$ cat src/rtl/mcycle_ctrl.sv
// ---------------------------------------------------------------------------
// | Module   : mcycle_ctrl                                                   |
// | Function : multi-cycle RISC-V control FSM with bus timeout and instret   |
// | Revision : 1.0  initial release                                          |
// ---------------------------------------------------------------------------
`default_nettype none
`timescale 1ns/1ps

module mcycle_ctrl #(
  parameter int TIMEOUT = 16,
  parameter int CNT_W   = 32,
  parameter int EN_JUMP = 1
) (
  input  logic             clk,
  input  logic             rst_n,
  output logic             imem_req,
  input  logic             imem_ack,
  input  logic [31:0]      imem_rdata,
  output logic             dmem_req,
  input  logic             dmem_ack,
  output logic             ir_we,
  output logic             pc_we,
  output logic             branch,
  output logic             jump,
  output logic             mem_read,
  output logic             mem_write,
  output logic             mem2reg,
  output logic             alu_src,
  output logic             reg_write,
  output logic [2:0]       aluop,
  output logic [2:0]       state,
  output logic             illegal_op,
  output logic             bus_err,
  output logic [CNT_W-1:0] instret
);

  typedef enum logic [2:0] {
    S_FETCH  = 3'd0,
    S_DECODE = 3'd1,
    S_EXEC   = 3'd2,
    S_MEM    = 3'd3,
    S_WB     = 3'd4,
    S_TRAP   = 3'd5
  } state_t;

  localparam logic [6:0] c_OP_R     = 7'b0110011;
  localparam logic [6:0] c_OP_I     = 7'b0010011;
  localparam logic [6:0] c_OP_LOAD  = 7'b0000011;
  localparam logic [6:0] c_OP_STORE = 7'b0100011;
  localparam logic [6:0] c_OP_BR    = 7'b1100011;
  localparam logic [6:0] c_OP_LUI   = 7'b0110111;
  localparam logic [6:0] c_OP_AUIPC = 7'b0010111;
  localparam logic [6:0] c_OP_JAL   = 7'b1101111;
  localparam logic [6:0] c_OP_JALR  = 7'b1100111;

  localparam int              c_TW   = (TIMEOUT > 1) ? $clog2(TIMEOUT) : 1;
  localparam logic [c_TW-1:0] c_TLIM = c_TW'((TIMEOUT > 0) ? TIMEOUT - 1 : 0);

  state_t           r_state;
  state_t           w_state_nxt;
  logic [6:0]       r_opcode;
  logic [c_TW-1:0]  r_tcnt;
  logic [c_TW-1:0]  w_tcnt_nxt;
  logic [CNT_W-1:0] r_instret;
  logic             r_cause_bus;

  logic       w_legal, w_is_br, w_is_jmp, w_is_ld, w_is_st;
  logic [2:0] w_aluop;
  logic       w_asrc, w_m2r;
  logic       w_tmo, w_ir_load, w_retire, w_cause_set, w_cause_bus;
  logic       w_unused_rdata;

  assign w_unused_rdata = ^imem_rdata[31:7];
  assign w_tmo          = (TIMEOUT != 0) && (r_tcnt == c_TLIM);
  assign state          = r_state;
  assign instret        = r_instret;

  // Opcode classification; illegal opcodes leave every datapath control at 0.
  always_comb begin
    w_legal  = 1'b1;
    w_is_br  = 1'b0;
    w_is_jmp = 1'b0;
    w_is_ld  = 1'b0;
    w_is_st  = 1'b0;
    w_aluop  = 3'b000;
    w_asrc   = 1'b0;
    w_m2r    = 1'b0;
    case (r_opcode)
      c_OP_R:     w_aluop = 3'b010;
      c_OP_I:     begin w_aluop = 3'b011; w_asrc = 1'b1; end
      c_OP_LOAD:  begin w_is_ld = 1'b1; w_asrc = 1'b1; w_m2r = 1'b1; end
      c_OP_STORE: begin w_is_st = 1'b1; w_asrc = 1'b1; end
      c_OP_BR:    begin w_aluop = 3'b001; w_is_br = 1'b1; end
      c_OP_LUI:   begin w_aluop = 3'b100; w_asrc = 1'b1; end
      c_OP_AUIPC: begin w_aluop = 3'b101; w_asrc = 1'b1; end
      c_OP_JAL: begin
        if (EN_JUMP != 0) w_is_jmp = 1'b1;
        else              w_legal  = 1'b0;
      end
      c_OP_JALR: begin
        if (EN_JUMP != 0) begin w_is_jmp = 1'b1; w_asrc = 1'b1; end
        else              w_legal  = 1'b0;
      end
      default: w_legal = 1'b0;
    endcase
  end

  // Next state and outputs; everything stays 0 while reset is held.
  always_comb begin
    w_state_nxt = r_state;
    w_tcnt_nxt  = '0;
    w_ir_load   = 1'b0;
    w_retire    = 1'b0;
    w_cause_set = 1'b0;
    w_cause_bus = 1'b0;
    imem_req    = 1'b0;
    dmem_req    = 1'b0;
    ir_we       = 1'b0;
    pc_we       = 1'b0;
    branch      = 1'b0;
    jump        = 1'b0;
    mem_read    = 1'b0;
    mem_write   = 1'b0;
    mem2reg     = 1'b0;
    alu_src     = 1'b0;
    reg_write   = 1'b0;
    aluop       = 3'b000;
    illegal_op  = 1'b0;
    bus_err     = 1'b0;
    if (rst_n) begin
      if (r_state inside {S_DECODE, S_EXEC, S_MEM, S_WB}) begin
        aluop   = w_aluop;
        alu_src = w_asrc;
        mem2reg = w_m2r;
      end
      case (r_state)
        S_FETCH: begin
          imem_req = 1'b1;
          if (imem_ack) begin
            ir_we       = 1'b1;
            pc_we       = 1'b1;
            w_ir_load   = 1'b1;
            w_state_nxt = S_DECODE;
          end else if (w_tmo) begin
            w_state_nxt = S_TRAP;
            w_cause_set = 1'b1;
            w_cause_bus = 1'b1;
          end else begin
            w_tcnt_nxt = r_tcnt + c_TW'(1);
          end
        end
        S_DECODE: begin
          if (w_legal) begin
            w_state_nxt = S_EXEC;
          end else begin
            w_state_nxt = S_TRAP;
            w_cause_set = 1'b1;
          end
        end
        S_EXEC: begin
          if (w_is_br) begin
            branch      = 1'b1;
            w_retire    = 1'b1;
            w_state_nxt = S_FETCH;
          end else if (w_is_jmp) begin
            jump        = 1'b1;
            w_state_nxt = S_WB;
          end else if (w_is_ld || w_is_st) begin
            w_state_nxt = S_MEM;
          end else begin
            w_state_nxt = S_WB;
          end
        end
        S_MEM: begin
          dmem_req  = 1'b1;
          mem_read  = w_is_ld;
          mem_write = w_is_st;
          if (dmem_ack) begin
            w_retire    = w_is_st;
            w_state_nxt = w_is_ld ? S_WB : S_FETCH;
          end else if (w_tmo) begin
            w_state_nxt = S_TRAP;
            w_cause_set = 1'b1;
            w_cause_bus = 1'b1;
          end else begin
            w_tcnt_nxt = r_tcnt + c_TW'(1);
          end
        end
        S_WB: begin
          reg_write   = 1'b1;
          w_retire    = 1'b1;
          w_state_nxt = S_FETCH;
        end
        S_TRAP: begin
          pc_we       = 1'b1;
          illegal_op  = ~r_cause_bus;
          bus_err     = r_cause_bus;
          w_state_nxt = S_FETCH;
        end
        default: w_state_nxt = S_FETCH;
      endcase
    end
  end

  always_ff @(posedge clk) begin
    if (!rst_n) begin
      r_state     <= S_FETCH;
      r_opcode    <= 7'd0;
      r_tcnt      <= '0;
      r_instret   <= '0;
      r_cause_bus <= 1'b0;
    end else begin
      r_state <= w_state_nxt;
      r_tcnt  <= w_tcnt_nxt;
      if (w_ir_load)   r_opcode    <= imem_rdata[6:0];
      if (w_retire)    r_instret   <= r_instret + CNT_W'(1);
      if (w_cause_set) r_cause_bus <= w_cause_bus;
    end
  end

endmodule

`default_nettype wire

$ cat config.mk
export PLATFORM = sky130hd
export DESIGN_NAME = mcycle_ctrl
export DESIGN_NICKNAME = d
export VERILOG_FILES = /design/src/rtl/mcycle_ctrl.sv
export SDC_FILE = /design/constraint.sdc
export NUM_CORES = 1
export LEC_CHECK = 0
export ABC_AREA = 1
export ABC_CLOCK_PERIOD_IN_PS = 3400
export CAP_MARGIN = 20
export CORE_MARGIN = 3
export CORE_UTILIZATION = 52
export DETAILED_ROUTE_END_ITERATION = 16
export HOLD_SLACK_MARGIN = 0.15
export PLACE_DENSITY = 0.93
export SLEW_MARGIN = 40
export SYNTH_ARGS = -nofsm -noshare
export SYNTH_HDL_FRONTEND = slang
export SYNTH_SLANG_ARGS = --single-unit
$ cat constraint.sdc
create_clock -name clk -period 3.4 [get_ports clk]
set_clock_uncertainty 0.05 [all_clocks]
set_input_delay 0.51 -clock clk [delete_from_list [all_inputs] [get_ports clk]]
set_output_delay 0.51 -clock clk [all_outputs]
set_load 0.05 [all_outputs]
==> results.yml, run 1 <==
yosys:
  ys_types: 29
  synth_top_area_share_pct: 30.26
  synth_seq_cells: 47
  synth-seq-area-share_pct: 30.26
  synth_nets: 550
  synth.avg_cell_area_um2: 6.073
  synthTopCellsByArea: "dfxtp_1 30%, nand2_1 21%, nor2_1 9.8%"
  synth_most_common_cell: "nand2_1"
  synth-edff-count: 0
  syn_inst: 512
  netlist_top_cells_count: "176 x nand2_1, 81 x nor2_1, 47 x dfxtp_1"
  yosysTopAreaCell: "dfxtp_1"
  yosys_warnings: 0
  syn_area_um2: 3109
  synthFlopType: "dfxtp_1"
  ys_async_sr_fraction_pct: 0
placement:
  dp_slack_ns: 0.6067
  port_buffers: 61
  dp.final_hpwl_mm: 6.087
  place.gp.congestion: 0.8738
sta:
  fmax_mhz: 359.3
  setup_viol: 0
  rsz0062_at_grt: "no"
  fin_crit_sh_pct: 81.87
  final_hold_viol_count: 0
  setup_tns_ns: 0
  min_period_ns: 2.783
  maxSlewViolCount: 0
  worstMarginPinSlew_ns: 0.6904
  worst_slack_ns: 0.6165
  relSlewSlack_pct: 53.97
setup_path:
  crit_fanout: 9
  crit_buf_inv: 3
  crit_type: "in2out"
  reg2reg_setup_slack_ns: 1.42
  cp-end-kind: "primary output"
  cp-start-kind: "primary input"
  cp_data_required_time_ns: 2.84
  reg2reg_depth: 8
  cp.arrival_ns: 2.22
  path_cells: "clkdlybuf4s50_1, inv_1, nor2_1, a221oi_1, a21oi_1, buf_4"
  slowest_stage: "a221oi_1"
  crit_family: "buffers and inverters"
  crit_cells: 6
  cp_slowest_stage_delay_ns: 0.65
floorplan:
  fp.dieArea_um2: 6943
  initial_utilization_pct: 55.11
  boundaryPins: 87
  rows: 27
  die_height_um: 83.33
  die_w_um: 83.33
  core_um2: 5642
clock_tree:
  clkSinkCount: 47
  cts_buffer_depth: 2
  clockRootBuffer: "clkbuf_8"
  cts.clk_slew.worst_paths_ns: 0.08
  post_cts_resized: 0
  htreeDepth: 2
  cts_buffers: 5
  postCtsHoldBufs: 0
  cts_tree: "yes"
  cts_setup_buffers: 0
  clkLatencyLatePin_ns: 0.31
detailed_routing:
  routed_wirelength_mm: 8.079
  drcViolationCount: 0
  highest_layer: "met4"
  dr.first_iter.drc_count: 225
  dr_wl_met2_mm: 3.906
  routed-wl-met3_um: 587
  wl_met1_mm: 3.343
  num_vias: 3423
  drtPass1Iterations: 5
  wl_per_cell_um: 12.60
  vias_per_cell: 5.340
  ant_nets: 0
layout:
  drive_gt1_share_pct: 10.37
  fillers: 454
  antenna_cells: 0
  area_delta_synth_final_pct: 27.28
  nNetsFinal: 606
grt:
  grt_max_degree: 38
  grt_pass1_vias: 3287
  grt_pass1_wl_mm: 14.10
  grt_usage_pct: 23.98
  antenna_found_initial: 0
  grt_overflow: 0
power:
  p_leak_nw: 1.480
  ir_worst_vdd_uv: 196.5
  p_sw_mw: 0.3583
  combPwrFrac_pct: 17.6
  p_per_area_nw_per_um2: 312.3
  power.internal_mw: 0.8777
  power_frac_clock_pct: 35.0
  switching_share_pct: 28.99
  pwr-share-seq_pct: 47.5
worst_hold_path:
  hold_depth: 1
  min_path_type: "reg2reg"
run_status:
  status: "finished clean"
run:
  maxCapViolCount: 0
[stage by stage]
step / util, % / hold WS, ns / instance area [µm²] / cells / power (mW)
finish: 70.15 / 0.4145 / 3958 / 641 / 1.236
global route: 70.15 / 0.4444 / 3958 / 641 / 1.290
CTS: 70.15 / 0.4149 / 3958 / 641 / 1.245
detailed placement: 68.06 / 0.4027 / 3840 / 633 / 0.8162
global placement: 68.06 / 0.3984 / 3840 / 633 / 0.8094
floorplan: - / 0.3773 / 3109 / 512 / 0.7461
[metal layers]
layer / GRT usage (%) / vias up
li1: - / 1736
met5: 0 / -
met3: 4.563 / 32
met2: 42.93 / 153
met4: 10.10 / 0
met1: 27.68 / 1502
[worst paths after layout]
check                 start     endpoint
hold reg to reg   r_tcnt[0]    r_tcnt[0]
setup / recovery      rst_n      alu_src
setup reg to reg   state[1]  instret[14]
hold / removal    r_tcnt[0]    r_tcnt[0]
[kinds of logic after synthesis]
logic type,Yosys count,share of synthesized area [%]
AOI/OAI and AO/OA,55,10.06
xor gates and xnor gates,12,3.380
adders and majority gates,2,0.8047
buffers and inverters,59,8.249
DFF,47,30.26
and+or+nand+nor,337,47.24
[power groups by stage]
stage	sequential, mW	combinational [mW]	clock [mW]
finish	0.587	0.217	0.432
global route	0.591	0.233	0.466
CTS	0.586	0.217	0.441
detailed placement	0.599	0.217	0
global placement	0.597	0.212	0
floorplan	0.618	0.128	0
[flip-flops by register name (all words and copies together), names as in the netlist]
name / cells
r_opcode: 7
r_cause_bus: 1
r_tcnt: 4
state: 3
instret: 32
[area by class of cell]
type,instances,area [µm²],share of cell area (%)
well taps,72,90.09,2.276
clock buffers,6,82.58,2.087
flip-flops and latches,47,940.9,23.77
clock inverters,2,35.03,0.8852
multi-input cells,406,1912,48.31
repair buffers,63,723.2,18.27
inverters,45,173.9,4.395
[placed cells by master (no fill, tap or decap), drive strengths merged]
master and n:
clkinv 1, xnor2 6, nand3 34, inv 45, nor4 1, nor2 86
clkdlybuf4s50 45, clkbuf 6, nand2 188, bufinv 1, dfxtp 47, nand3b 13
o21ai 14, buf 18, ha 2, xor2 6, a21oi 40, nand4 9
a221oi 1, nor3 6
(Power assumes the default switching activity.)
==> run 2: changes to the inputs <==
--- a/config.mk
+++ b/config.mk
@@ -6,13 +6,13 @@
 export NUM_CORES = 1
 export LEC_CHECK = 0
 export ABC_AREA = 1
-export ABC_CLOCK_PERIOD_IN_PS = 3400
+export ABC_CLOCK_PERIOD_IN_PS = 2800
 export CAP_MARGIN = 20
 export CORE_MARGIN = 3
-export CORE_UTILIZATION = 52
+export CORE_UTILIZATION = 49
 export DETAILED_ROUTE_END_ITERATION = 16
 export HOLD_SLACK_MARGIN = 0.15
-export PLACE_DENSITY = 0.93
+export PLACE_DENSITY = 0.89
 export SLEW_MARGIN = 40
 export SYNTH_ARGS = -nofsm -noshare
 export SYNTH_HDL_FRONTEND = slang
==> constraint.sdc (replaced) <==
create_clock -name clk -period 2.8 [get_ports clk]
set_clock_uncertainty 0.05 [all_clocks]
set_input_delay 0.42 -clock clk [delete_from_list [all_inputs] [get_ports clk]]
set_output_delay 0.42 -clock clk [all_outputs]
set_load 0.05 [all_outputs]
==> run 2 against run 1 <==
  * Setup slack got worse by 0.34 ns
  * Cell area grew 0.63%
  * Sequential share of layout area decreased by 0.15 points
  * Cell count rose by 0.94%
==> results.yml, run 2 (synthesized netlist as in run 1, its figures left out) <==
grt:
  grt_pass1_vias: 3243
  grt_max_degree: 34
  antenna_found_initial: 0
  grt_pass1_wl_mm: 14.30
  grt_usage_pct: 23.57
  grt_overflow: 0
placement:
  place.gp.congestion: 0.9329
  port_buffers: 61
  dp.final_hpwl_mm: 6.440
power:
  combPwrFrac_pct: 19.3
  switching_share_pct: 32.30
  power_frac_clock_pct: 30.9
  ir_worst_vdd_uv: 247.6
  pwr-share-seq_pct: 49.8
  p_leak_nw: 1.478
  power_mw: 1.430
  power.internal_mw: 0.9680
  p_per_area_nw_per_um2: 359.1
  p_sw_mw: 0.4619
setup_path:
  cp-start-kind: "primary input"
  crit_buf_inv: 4
  cp.arrival_ns: 2.05
  cp_data_required_time_ns: 2.33
  cp_common_cell: "buf_4"
  cp_slowest_stage_delay_ns: 0.52
  crit_family: "buffers and inverters"
  cp-end-kind: "primary output"
  crit_cells: 7
  reg2reg_depth: 10
  crit_type: "in2out"
  path_cells: "clkdlybuf4s50_1, inv_1, nor2_1, a221oi_1, buf_4, a21oi_2, buf_4"
  crit_fanout: 8
  slowest_stage: "clkdlybuf4s50_1"
sta:
  maxSlewViolCount: 0
  setup_tns_ns: 0
  fin_crit_sh_pct: 89.96
  setup_viol: 0
  min_period_ns: 2.519
  worstMarginPinSlew_ns: 0.5223
  fmax_mhz: 397.0
  final_hold_viol_count: 0
  rsz0062_at_grt: "no"
  relSlewSlack_pct: 65.07
detailed_routing:
  num_vias: 3442
  wl_per_cell_um: 12.89
  drcViolationCount: 0
  vias_per_cell: 5.320
  ant_nets: 0
  dr.first_iter.drc_count: 190
  drtPass1Iterations: 5
  routed_wirelength_mm: 8.338
run_status:
  status: "finished clean"
worst_hold_path:
  hold_depth: 2
  min_path_type: "reg2reg"
clock_tree:
  clockRootBuffer: "clkbuf_8"
  htreeDepth: 2
  cts_tree: "yes"
  cts_buffer_depth: 2
  postCtsHoldBufs: 0
  clkSinkCount: 47
  post_cts_resized: 0
  clkLatencyLatePin_ns: 0.32
  cts_setup_buffers: 0
  cts.clk_slew.worst_paths_ns: 0.10
  cts_buffers: 5
floorplan:
  fp.dieArea_um2: 7337
  initial_utilization_pct: 51.60
  die_w_um: 85.66
  core_um2: 6026
  die_height_um: 85.66
  rows: 28
  boundaryPins: 87
layout:
  nNetsFinal: 609
  mostFrequentLayoutCells: "176 x nand2_1, 79 x nor2_1, 47 x dfxtp_1"
  final_common_cell: "nand2_1"
  largest_reg_flops: 32
  fillers: 529
  area_delta_synth_final_pct: 28.09
  drive_gt1_share_pct: 11.89
  antenna_cells: 0
run:
  maxCapViolCount: 0
-- run 2: changes by cell type in the layout (fill, tap and decap cells not counted), sizes merged --
| cell | change |
|---|---|
| buf | +3 |
| inv | +2 |
| clkinvlp | +1 |
| bufinv | -1 |
| clkinv | -1 |
| clkbuf | -1 |
-- run 2: power by group through the flow --
stage	registers [mW]	clock network (mW)	logic (mW)
global placement	0.725	0	0.268
finish	0.712	0.442	0.276
detailed placement	0.727	0	0.275
floorplan	0.751	0	0.158
global route	0.716	0.474	0.295
CTS	0.712	0.450	0.275
-- run 2: per-stage QoR --
step	utilization, %	cells	instance area (µm²)	hold slack (ns)	setup WS [ns]
2_1_floorplan	-	512	3129	0.3773	0.05443
3_3_place_gp	64.49	639	3886	0.3973	0.2725
3_5_place_dp	64.49	639	3886	0.4028	0.3089
4_1_cts	66.09	647	3983	0.4159	0.3062
5_1_grt	66.09	647	3983	0.4499	0.1635
6_report	66.09	647	3983	0.4198	0.2812
-- run 2: path summary, 6_finish.rpt --
path | slack [ns] | endpoint | startpoint
max | 0.28 | alu_src | rst_n
min | 0.42 | r_opcode[0] | r_opcode[0]
max reg2reg | 0.82 | instret[21] | r_opcode[1]
min reg2reg | 0.42 | r_opcode[0] | r_opcode[0]
-- run 2: worst reg2reg max path, stage by stage, from the launching register on --
cell and delay, ns:
dfxtp_1 0.34, nand2_1 0.12, inv_1 0.10, nand2_1 0.06, nor2_1 0.19, nand2_2 0.11
nand3_4 0.21, nand2_4 0.27, inv_6 0.24, nand2_1 0.09, a21oi_1 0.14
-- run 2: routing by layer --
layer | global-route usage (%) | share of wire (%) | wire length [µm]
met5 | 0 | 0 | 0
met4 | 9.928 | 2.0 | 168
met3 | 3.650 | 5.5 | 455
met2 | 40.18 | 48 | 4013
met1 | 29.49 | 44 | 3700
-- run 2: area by class of cell --
| cell class | instances | area, µm² | area share, % |
|---|---|---|---|
| clock buffers | 5 | 68.82 | 1.728 |
| clock inverters | 3 | 27.53 | 0.6912 |
| inverters | 45 | 173.9 | 4.367 |
| multi-input cells | 406 | 1932 | 48.51 |
| flip-flops and latches | 47 | 940.9 | 23.63 |
| well taps | 75 | 93.84 | 2.356 |
| repair buffers | 66 | 745.7 | 18.72 |
==> run 3: changes to the inputs <==
--- a/config.mk
+++ b/config.mk
@@ -11,7 +11,8 @@
 export CORE_MARGIN = 3
 export CORE_UTILIZATION = 49
 export DETAILED_ROUTE_END_ITERATION = 16
-export HOLD_SLACK_MARGIN = 0.15
+export GPL_TIMING_DRIVEN = 0
+export HOLD_SLACK_MARGIN = 0.12
 export PLACE_DENSITY = 0.89
 export SLEW_MARGIN = 40
 export SYNTH_ARGS = -nofsm -noshare
==> run 3 against run 2 <==
  * Sequential power barely moved
  * Die area did not move
  * Flip-flop and latch count did not move
  * Maximum frequency fell by 8.0%
  * First-iteration DRC count rose by 44%
  * Global-route usage rose by 1.3 points
  * Critical path depth rose by 1
  * Combinational power barely moved
  * Clock-buffer cell count did not move
  * Largest cell class unchanged
==> results.yml, run 3 (synthesized netlist as in run 1, its figures left out) <==
grt:
  grt_pass1_wl_mm: 14.95
  grt_pass1_vias: 3408
  grt_overflow: 0
  grt_usage_pct: 24.84
  antenna_found_initial: 0
  grt_max_degree: 17
sta:
  worst_slack_ns: 0.06133
  fin_crit_sh_pct: 97.81
  min_period_ns: 2.739
  fmax_mhz: 365.1
  final_hold_viol_count: 0
  relSlewSlack_pct: 60.13
  setup_viol: 0
  worstMarginPinSlew_ns: 0.5980
  maxSlewViolCount: 0
setup_path:
  cp.arrival_ns: 2.27
  cp_data_required_time_ns: 2.33
  crit_family: "buffers and inverters"
  cp-start-kind: "primary input"
  crit_fanout: 10
  cp-end-kind: "primary output"
  slowest_stage: "dlygate4sd2_1"
  path_cells: "clkdlybuf4s50_1, inv_1, buf_2, nor2_1, a221oi_2, buf_4, a21oi_2, dlygate4sd2_1"
  cp_slowest_stage_delay_ns: 0.42
  crit_type: "in2out"
  crit_buf_inv: 5
placement:
  numPlacedInstances: 649
  place.gp.congestion: 0.9150
  dp.final_hpwl_mm: 6.822
  port_buffers: 61
  dp_slack_ns: -0.4861
detailed_routing:
  drcViolationCount: 0
  num_vias: 3548
  ant_nets: 0
  routed_wirelength_mm: 8.954
  dr.first_iter.drc_count: 273
  vias_per_cell: 5.392
  wl_per_cell_um: 13.61
  drtPass1Iterations: 5
floorplan:
  die_w_um: 85.66
  core_um2: 6026
  fp.dieArea_um2: 7337
  rows: 28
  initial_utilization_pct: 51.60
  boundaryPins: 87
  die_height_um: 85.66
power:
  p_per_area_nw_per_um2: 380.8
  p_leak_nw: 1.502
  ir_worst_vdd_uv: 282.9
run_status:
  status: "finished clean"
layout:
  largest_reg_flops: 32
  stdcell_count: 658
  antenna_cells: 0
  nNetsFinal: 620
  mostFrequentLayoutCells: "176 x nand2_1, 79 x nor2_1, 50 x clkdlybuf4s50_1"
  final_common_cell: "nand2_1"
  area_delta_synth_final_pct: 27.69
  drive_gt1_share_pct: 11.32
clock_tree:
  htreeDepth: 2
  cts_buffer_depth: 2
  postCtsHoldBufs: 0
  cts.clk_slew.worst_paths_ns: 0.09
  cts_buffers: 5
  clkLatencyLatePin_ns: 0.31
  clockRootBuffer: "clkbuf_8"
  clkSinkCount: 47
  cts_tree: "yes"
run:
  maxCapViolCount: 0
worst_hold_path:
  min_path_type: "reg2reg"
-- run 3: report_power, final --
part / switching (mW) / leakage, nW / total, mW / internal, mW
combinational: 0.187 / 1.06 / 0.275 / 0.0880
clock: 0.253 / 0.0587 / 0.524 / 0.271
sequential: 0.0233 / 0.380 / 0.712 / 0.689
-- run 3: cell type report --
cell class | instances | area (µm²)
Multi-Input combinational cell | 406 | 1938
Inverter | 45 | 173.9
Fill cell | 531 | 2056
Tap cell | 75 | 93.84
Timing Repair Buffer | 63 | 621.8
Sequential cell | 47 | 940.9
Clock buffer | 5 | 68.82
Clock inverter | 3 | 47.55
Buffer | 14 | 85.08
-- run 3: worst paths after layout --
kind | slack, ns | startpoint | cells past startpoint | to
worst max register to register | 0.88 | instret[0] | 8 | instret[16]
worst min register to register | 0.42 | r_opcode[0] | 2 | r_opcode[0]
worst max-delay path | 0.06 | rst_n | 8 | aluop[1]
worst min-delay path | 0.42 | r_opcode[0] | 2 | r_opcode[0]
-- run 3: worst reg2reg max path: cells and delay by family, from the launching register on --
kind	cells	cell delay (ns)
AND/OR/NAND/NOR	4	0.66
flip-flops	1	0.42
adder cells (fa/ha/maj)	1	0.26
AO/OA/AOI/OAI	1	0.12
XOR/XNOR	1	0.16
buffers and inverters	1	0.20
-- run 3: timing repair --
item | CTS | global route
gates resized for setup | 24 | 3
gates cloned | 0 | 0
endpoints found under the setup margin | 10 | 7
pin swaps | 0 | 1
setup buffers | 0 | 1
-- run 3: through the flow --
step                hold WS [ns]  power, mW  setup TNS, ns  cell area [µm²]  util, %
floorplan                 0.3773     0.9088              0             3129        -
global placement          0.3958     0.9852         -4.352             3834    63.62
detailed placement        0.4025     0.9955         -3.770             3839    63.70
CTS                       0.4155      1.508              0             3965    65.80
global route              0.4443      1.565     -0.0003462             3970    65.88
finish                    0.4174      1.512              0             3970    65.88
-- run 3: metal layers --
layer	part of all wire [%]	vias up	GRT usage, %	routed length, µm
met2	46	134	40.54	4079
met5	0	-	0	0
met3	6.7	30	5.379	601
li1	-	1768	-	-
met1	44	1616	31.11	3957
met4	3.5	0	11.80	316
